## src/rtl/dino_audio_pkg.sv

```systemverilog
// Shared types and constants for the dino game audio path: state codes,
// counter widths and the default note pitches/durations.
package dino_audio_pkg;

    localparam int HP_W = 16;
    localparam int TK_W = 4;

    typedef enum logic [2:0] {
        ST_IDLE  = 3'd0,
        ST_JUMP0 = 3'd1,
        ST_JUMP1 = 3'd2,
        ST_OVER0 = 3'd3,
        ST_OVER1 = 3'd4,
        ST_OVER2 = 3'd5
    } sfx_state_t;

    localparam int unsigned DEF_JUMP_HP0   = 12588;
    localparam int unsigned DEF_JUMP_HP1   = 8392;
    localparam int unsigned DEF_OVER_HP0   = 16784;
    localparam int unsigned DEF_OVER_HP1   = 25175;
    localparam int unsigned DEF_OVER_HP2   = 50350;
    localparam int unsigned DEF_JUMP_TICKS = 4;
    localparam int unsigned DEF_OVER_TICKS = 12;

    // Jump pulses are locked out while the game-over melody plays.
    function automatic logic is_over_state(input sfx_state_t s);
        return (s == ST_OVER0) || (s == ST_OVER1) || (s == ST_OVER2);
    endfunction

    function automatic logic is_legal_state(input sfx_state_t s);
        return (s == ST_IDLE)  || (s == ST_JUMP0) || (s == ST_JUMP1) ||
               (s == ST_OVER0) || (s == ST_OVER1) || (s == ST_OVER2);
    endfunction

endpackage

```

## src/rtl/sfx_tone_gen.sv

```systemverilog
// Square-wave generator: toggles the output every half_period clocks while
// enabled; clear restarts the wave low with the counter at zero.
module sfx_tone_gen
    import dino_audio_pkg::*;
(
    input  logic            clk,
    input  logic            rst_n,
    input  logic            clear,
    input  logic            enable,
    input  logic [HP_W-1:0] half_period,
    output logic            square
);

    logic [HP_W-1:0] cnt_q, cnt_d;
    logic            sq_q, sq_d;

    always_comb begin
        cnt_d = cnt_q;
        sq_d  = sq_q;
        if (clear || !enable) begin
            cnt_d = '0;
            sq_d  = 1'b0;
        end else if (cnt_q == (half_period - 16'd1)) begin
            cnt_d = '0;
            sq_d  = ~sq_q;
        end else begin
            cnt_d = cnt_q + 16'd1;
        end
    end

    always_ff @(posedge clk) begin
        if (!rst_n) begin
            cnt_q <= '0;
            sq_q  <= 1'b0;
        end else begin
            cnt_q <= cnt_d;
            sq_q  <= sq_d;
        end
    end

    assign square = sq_q;

endmodule

```

## src/rtl/sfx_sequencer.sv

```systemverilog
// Sound-effect sequencer: plays the jump chirp and the game-over melody as
// square-wave notes timed in 60 Hz game ticks.
module sfx_sequencer
    import dino_audio_pkg::*;
#(
    parameter int unsigned JUMP_HP0   = DEF_JUMP_HP0,
    parameter int unsigned JUMP_HP1   = DEF_JUMP_HP1,
    parameter int unsigned OVER_HP0   = DEF_OVER_HP0,
    parameter int unsigned OVER_HP1   = DEF_OVER_HP1,
    parameter int unsigned OVER_HP2   = DEF_OVER_HP2,
    parameter int unsigned JUMP_TICKS = DEF_JUMP_TICKS,
    parameter int unsigned OVER_TICKS = DEF_OVER_TICKS
) (
    input  logic       clk,
    input  logic       rst_n,
    input  logic       i_tick_60hz,
    input  logic       i_jump_pulse,
    input  logic       i_game_over_pulse,
    output logic       o_sound,
    output logic       o_busy,
    output logic [2:0] o_state
);

    if (JUMP_HP0 < 2 || JUMP_HP0 > 65535 || JUMP_HP1 < 2 || JUMP_HP1 > 65535 ||
        OVER_HP0 < 2 || OVER_HP0 > 65535 || OVER_HP1 < 2 || OVER_HP1 > 65535 ||
        OVER_HP2 < 2 || OVER_HP2 > 65535) begin : g_bad_half_period
        $error("sfx_sequencer: every half-period must lie in 2..65535");
    end

    if (JUMP_TICKS < 1 || JUMP_TICKS > 15 ||
        OVER_TICKS < 1 || OVER_TICKS > 15) begin : g_bad_ticks
        $error("sfx_sequencer: note durations must lie in 1..15 ticks");
    end

    localparam logic [TK_W-1:0] JUMP_TK = TK_W'(JUMP_TICKS);
    localparam logic [TK_W-1:0] OVER_TK = TK_W'(OVER_TICKS);

    sfx_state_t      state_q, state_d;
    logic [TK_W-1:0] tick_q, tick_d;
    logic            tone_clear;
    logic [HP_W-1:0] half_period;

    // Events outrank tick-driven advancement, so a fresh note always gets
    // its full tick load even when a tick lands on the same cycle.
    always_comb begin
        state_d    = state_q;
        tick_d     = tick_q;
        tone_clear = 1'b0;
        if (!is_legal_state(state_q)) begin
            state_d    = ST_IDLE;
            tick_d     = '0;
            tone_clear = 1'b1;
        end else if (i_game_over_pulse) begin
            state_d    = ST_OVER0;
            tick_d     = OVER_TK;
            tone_clear = 1'b1;
        end else if (i_jump_pulse && !is_over_state(state_q)) begin
            state_d    = ST_JUMP0;
            tick_d     = JUMP_TK;
            tone_clear = 1'b1;
        end else if (state_q != ST_IDLE && i_tick_60hz) begin
            if (tick_q <= TK_W'(1)) begin
                tone_clear = 1'b1;
                case (state_q)
                    ST_JUMP0: begin
                        state_d = ST_JUMP1;
                        tick_d  = JUMP_TK;
                    end
                    ST_OVER0: begin
                        state_d = ST_OVER1;
                        tick_d  = OVER_TK;
                    end
                    ST_OVER1: begin
                        state_d = ST_OVER2;
                        tick_d  = OVER_TK;
                    end
                    default: begin
                        state_d = ST_IDLE;
                        tick_d  = '0;
                    end
                endcase
            end else begin
                tick_d = tick_q - TK_W'(1);
            end
        end
    end

    always_ff @(posedge clk) begin
        if (!rst_n) begin
            state_q <= ST_IDLE;
            tick_q  <= '0;
        end else begin
            state_q <= state_d;
            tick_q  <= tick_d;
        end
    end

    always_comb begin
        half_period = HP_W'(JUMP_HP0);
        case (state_q)
            ST_JUMP1: half_period = HP_W'(JUMP_HP1);
            ST_OVER0: half_period = HP_W'(OVER_HP0);
            ST_OVER1: half_period = HP_W'(OVER_HP1);
            ST_OVER2: half_period = HP_W'(OVER_HP2);
            default:  half_period = HP_W'(JUMP_HP0);
        endcase
    end

    sfx_tone_gen u_tone (
        .clk         (clk),
        .rst_n       (rst_n),
        .clear       (tone_clear),
        .enable      (state_q != ST_IDLE),
        .half_period (half_period),
        .square      (o_sound)
    );

    assign o_busy  = (state_q != ST_IDLE);
    assign o_state = state_q;

endmodule

```

## config.mk

```make
export PLATFORM = sky130hd
export DESIGN_NAME = sfx_sequencer
export DESIGN_NICKNAME = d
export VERILOG_FILES = /design/src/rtl/dino_audio_pkg.sv /design/src/rtl/sfx_tone_gen.sv /design/src/rtl/sfx_sequencer.sv
export SDC_FILE = /design/constraint.sdc
export NUM_CORES = 1
export LEC_CHECK = 0
export ABC_CLOCK_PERIOD_IN_PS = 2900
export CORE_MARGIN = 1.5
export CORE_UTILIZATION = 35
export CTS_CLUSTER_SIZE = 40
export DETAILED_ROUTE_END_ITERATION = 12
export PLACE_DENSITY = 0.54
export SYNTH_ARGS = -nofsm -noshare
export SYNTH_HDL_FRONTEND = slang
export SYNTH_SLANG_ARGS = --single-unit
```

## constraint.sdc

```tcl
create_clock -name clk -period 2.9 [get_ports clk]
set_input_delay 0.725 -clock clk [delete_from_list [all_inputs] [get_ports clk]]
set_output_delay 0.725 -clock clk [all_outputs]
set_load 0.1 [all_outputs]
```

Word level (Yosys, flattened, before mapping)
Index checks and enable logic that the tools add are counted.
W data, S select, Z words.
- register bits after elaboration: 24
- output and inout bits: 5
- $add $sub $neg: 3
- $lt $le $gt $ge: 1
- equality and inequality tests: 6
- multiplexer cells: 16
- bitwise operators: 3
- reduce and logical (&&, ||, !) cells: 23
- operators with widths (kind ; number):
    $pmux W16 S4 ; 1
    $add A16 B1 Y16 const B ; 1
    $eq A16 B16 Y1 ; 1
    $mux W4 ; 4
    $sub A16 B1 Y16 const B ; 1
    $pmux W3 S3 ; 1
    $reduce_bool A3 Y1 ; 3
    $logic_or A1 B1 Y1 ; 8
    $mux W2 ; 4
    $pmux W4 S2 ; 1
    $eq A3 B2 Y1 const B ; 2
    $eq A3 B3 Y1 const B ; 2
    $reduce_and A2 Y1 ; 3
    $mux W1 ; 5
    $le A4 B1 Y1 const B ; 1
    $reduce_or A2 Y1 ; 2
    $reduce_or A4 Y1 ; 1
    $sub A4 B1 Y4 const B ; 1
    $eq A3 B1 Y1 const B ; 1
    $logic_not A3 Y1 ; 1
    $not A1 Y1 ; 3
    $reduce_or A3 Y1 ; 1
    $logic_and A1 B1 Y1 ; 2
    $logic_not A1 Y1 ; 2

Longest topological paths before layout
- word-level depth: 10
- depth in mapped cells: 16
- mapped depth without buffers: 12

By module
A second synthesis with hierarchy kept.
- cell total of the unflattened synthesis: 236
- area, all modules: 1846.8 µm²
- modules (own cells, without submodules) (module ; times used ; cells an instance ; area each (µm²) ; sequential area each (µm²)):
    sfx_tone_gen ; 1 ; 165 ; 1306.3 ; 340.3
    sfx_sequencer ; 1 ; 71 ; 540.5 ; 140.1

Least setup slack after synthesis
No wires, ideal clock.
- path kind: reg-to-reg
- start point: reg state_q[1] (netlist: o_state[1])
- end point: reg u_tone.sq_q (netlist: u_tone.square)
- setup time: 123 ps
- arrival time: 3668 ps
- data required time: 2777 ps
- setup slack: -891 ps
- stages on the path, launching flop included: 16
- period minus slack after synthesis: 3791 ps
- path through: dfxtp_1 -> buf_6 -> inv_1 -> ha_1 -> buf_2 -> inv_1 -> o31ai_1 -> a21oi_1 -> ha_1 -> nor2b_1 -> xnor2_1 -> a21o_1 -> a311oi_2 -> and4b_1 -> buf_4 -> mux2_1
- word-level cells in the longest chain between the ends: 10
- elaborated cells between the ends (all ways): 27
- those cells by class: add/sub (1); eq/ne (6); mux (5); reduce/logical (15)
- ends and longest elaborated chain (what ; RTL line ; RTL):
    from (decl) ; sfx_sequencer.sv:38 ; sfx_state_t state_q, state_d;
    from (signal assigned) ; sfx_sequencer.sv:93 ; state_q <= state_d;
    parallel branches: the longest is 10 deep, another holds $sub A16 B1 Y16 ; n/a ;
    to (signal assigned) ; sfx_tone_gen.sv:37 ; sq_q <= sq_d;
    to (decl) ; sfx_tone_gen.sv:15 ; logic sq_q, sq_d;
Several ways; the timed one is not identified.
A chain may end at the register's enable or synchronous reset.

Worst setup path after layout
Ends and elaborated chain as after synthesis.

==> results.sh <==
export IMPL_outcome="completed"
export IMPL_synth_top_cell_area_share=0.271
export IMPL_clkLatencyLatePin_ns=0.27
export IMPL_relSlewSlack=0.638
export IMPL_nets=242
export IMPL_required_ns=3.07
export IMPL_crit_type="register to register"
export IMPL_dr_pass1_iters=4
export IMPL_ys_warn_count=0
export IMPL_ctsLongestPathBuffers=2
export IMPL_multiInputGateArea_um2=1210
export IMPL_hold_viol=0
export IMPL_leakage_nw=0.694
export IMPL_ff_latch_area_um2=489
export IMPL_max_cap_violations=0
export IMPL_worst_pin_slew_ns=0.539
export IMPL_cts_sinks=24
export IMPL_antenna_left=0
export IMPL_timing_clock_skew_ns=0.00204
export IMPL_fillCellCount=510
export IMPL_setup_viol=0
export IMPL_route_detailed_drc=0
export IMPL_cp_max_fo=11
export IMPL_cts_root_buffer="clkbuf_8"
export IMPL_max_freq_mhz=366
export IMPL_whs_ns=0.537
export IMPL_die_x_um=74.1
export IMPL_layout_commonest_cell="dfxtp_1"
export IMPL_final_layout_size_suffix_gt1_frac=0.158
export IMPL_clkPwrFrac=0.357
export IMPL_start_util=0.370
export IMPL_synth_area_leader_cell="dfxtp_1"
export IMPL_detail_route_wl_per_cell_um=14.6
export IMPL_p_per_area_nw_per_um2=370
export IMPL_rows=25
export IMPL_ys_ff_latch=24
export IMPL_finish_utilization=0.425
export IMPL_vias_per_cell=5.31
export IMPL_grt_pass1_wl_um=7130
export IMPL_synth_edf_count=0
export IMPL_vias=1567
export IMPL_async_reset_ff_frac=0
export IMPL_postPlaceCellArea_um2=1970
export IMPL_yosys_cell_types_count=53
export IMPL_ys_top_cells_by_area="dfxtp_1 27%, ha_1 5.7%, nor3_1 5.7%"
export IMPL_switching_power_mw=0.218
export IMPL_finalMaxSlewViolations=0
export IMPL_grt_pass1_vias=1448
export IMPL_cp_end_kind="register"
export IMPL_finalCritPeriodShare=0.942
export IMPL_ys_seq_area_frac=0.271
export IMPL_io_buffers=9
export IMPL_most_common_layout_cells="21 x dfxtp_1, 20 x nor3_1, 17 x nor2_1"
export IMPL_htree_levels=1
export IMPL_place_inst=291
export IMPL_cts_repair_resized=0
export IMPL_dpl_hpwl_um=3250
export IMPL_syn_to_final_growth_pct=14.9
export IMPL_power_internal_mw=0.534
export IMPL_start_kind="register"
export IMPL_wirelength_um=4300
export IMPL_stdcell_count=295
export IMPL_hold_class="register to register"
export IMPL_drt_iter0_drc=44
export IMPL_rsz0062_at_grt="no"
export IMPL_total_power_mw=0.752
export IMPL_core_area_um2=4790
export IMPL_synth_top_flop_cell="dfxtp_1"
export IMPL_peakVddDrop_v=0.000289
export IMPL_cts_buffers=3
export IMPL_tritoncts="yes"
export IMPL_antenna_found_initial=0
export IMPL_power_share_sequential=0.457
export IMPL_synthesis_nets=232
export IMPL_antenna_cells=0
export IMPL_gp_congestion=0.858
export IMPL_post_cts_buffers=0
export IMPL_syn_inst=219
export IMPL_grt_overflow=0
export IMPL_syn_area_per_cell_um2=8.08
export IMPL_syn_area_um2=1770
export IMPL_dieArea_um2=5490
export IMPL_arrival_ns=2.90
export IMPL_hold_buffers=0
export IMPL_swShare=0.290
export IMPL_die_y_um=74.1
export IMPL_clk_pin_slew_ns=0.09
export IMPL_period_minus_slack_ns=2.73
export IMPL_grt_max_degree=19
export IMPL_fin_area_um2=2030
export IMPL_grt_use_total=0.169
export IMPL_combPwrFrac=0.186
export IMPL_num_io_pins=10
## flip-flops by register name (all words and copies together) (netlist names)
name and cells:
tick_q 4, u_tone.square 1, u_tone.cnt_q 16, o_state 3
## layout make-up
cell class / instances / area share
Timing Repair Buffer: 17 / 0.0677
Multi-Input combinational cell: 173 / 0.595
Clock buffer: 4 / 0.0326
Inverter: 10 / 0.0234
Tap cell: 67 / 0.0412
Sequential cell: 24 / 0.240
## Yosys cell counts (all sizes together) (2+ instances only)
master and count:
dfxtp 24, nor3 20, nor2 17, a21oi 15, nand2 14, buf 12, nand3 12, inv 10
xor2 10, ha 8, o21ai 7, xnor2 7, nor3b 5, nand3b 4, nor2b 4, and3 3
mux2i 3, nand2b 3, nor4 3, or2 3, a211o 2, a211oi 2, a31oi 2, and3b 2
mux2 2, nor4bb 2, o221ai 2, o22ai 2, o31ai 2, or3b 2
## routing by layer
layer / vias to the layer above / share of wire / track usage
li1: 806 / - / -
met1: 733 / 0.47 / 0.221
met2: 26 / 0.48 / 0.293
met3: 2 / 0.040 / 0.0312
met4: 0 / 0.0051 / 0.0309
met5: - / 0 / 0
## final timing paths
path,start,endpoint,slack [ns],depth (start not counted)
worst min-delay path,tick_q[1]$_SDFFE_PP0P_,tick_q[1]$_SDFFE_PP0P_,0.54,2
worst min register to register,tick_q[1]$_SDFFE_PP0P_,tick_q[1]$_SDFFE_PP0P_,0.54,2
worst max register to register,o_state[1]$_SDFFE_PN0P_,u_tone.square$_SDFFE_PP0N_,0.17,12
worst max-delay path,o_state[1]$_SDFFE_PN0P_,u_tone.square$_SDFFE_PP0N_,0.17,12
## critical path: stages, from the launching register on
cell	delay (ns)
dfxtp_4	0.44
inv_8	0.06
ha_4	0.22
inv_4	0.07
o31ai_4	0.07
a21oi_1	0.16
ha_2	0.19
nor2b_4	0.19
xnor2_2	0.10
a21o_1	0.16
a311oi_2	0.33
and4b_1	0.32
mux2_4	0.31
## stage by stage
stage	setup TNS [ns]	setup WS, ns
after global routing	0	0.0378
after global placement	0	0.281
after detailed placement	0	0.203
after floorplan	-0.0858	-0.0858
final	0	0.168
after CTS	0	0.181
## power groups by stage
stage	sequential [mW]	clock, mW	combinational, mW
after global placement	0.352	0	0.140
final	0.344	0.268	0.140
after CTS	0.344	0.275	0.141
after global routing	0.345	0.289	0.152
after floorplan	0.362	0	0.102
after detailed placement	0.351	0	0.140
## cell families after synthesis
logic type	synth area share
xor+xnor	0.0841
buf+inv	0.0721
flops	0.271
mux	0.0297
compound gates	0.172
simple gates	0.315
fa+ha+maj	0.0565
No activity file was read; power rests on OpenSTA's default activity.
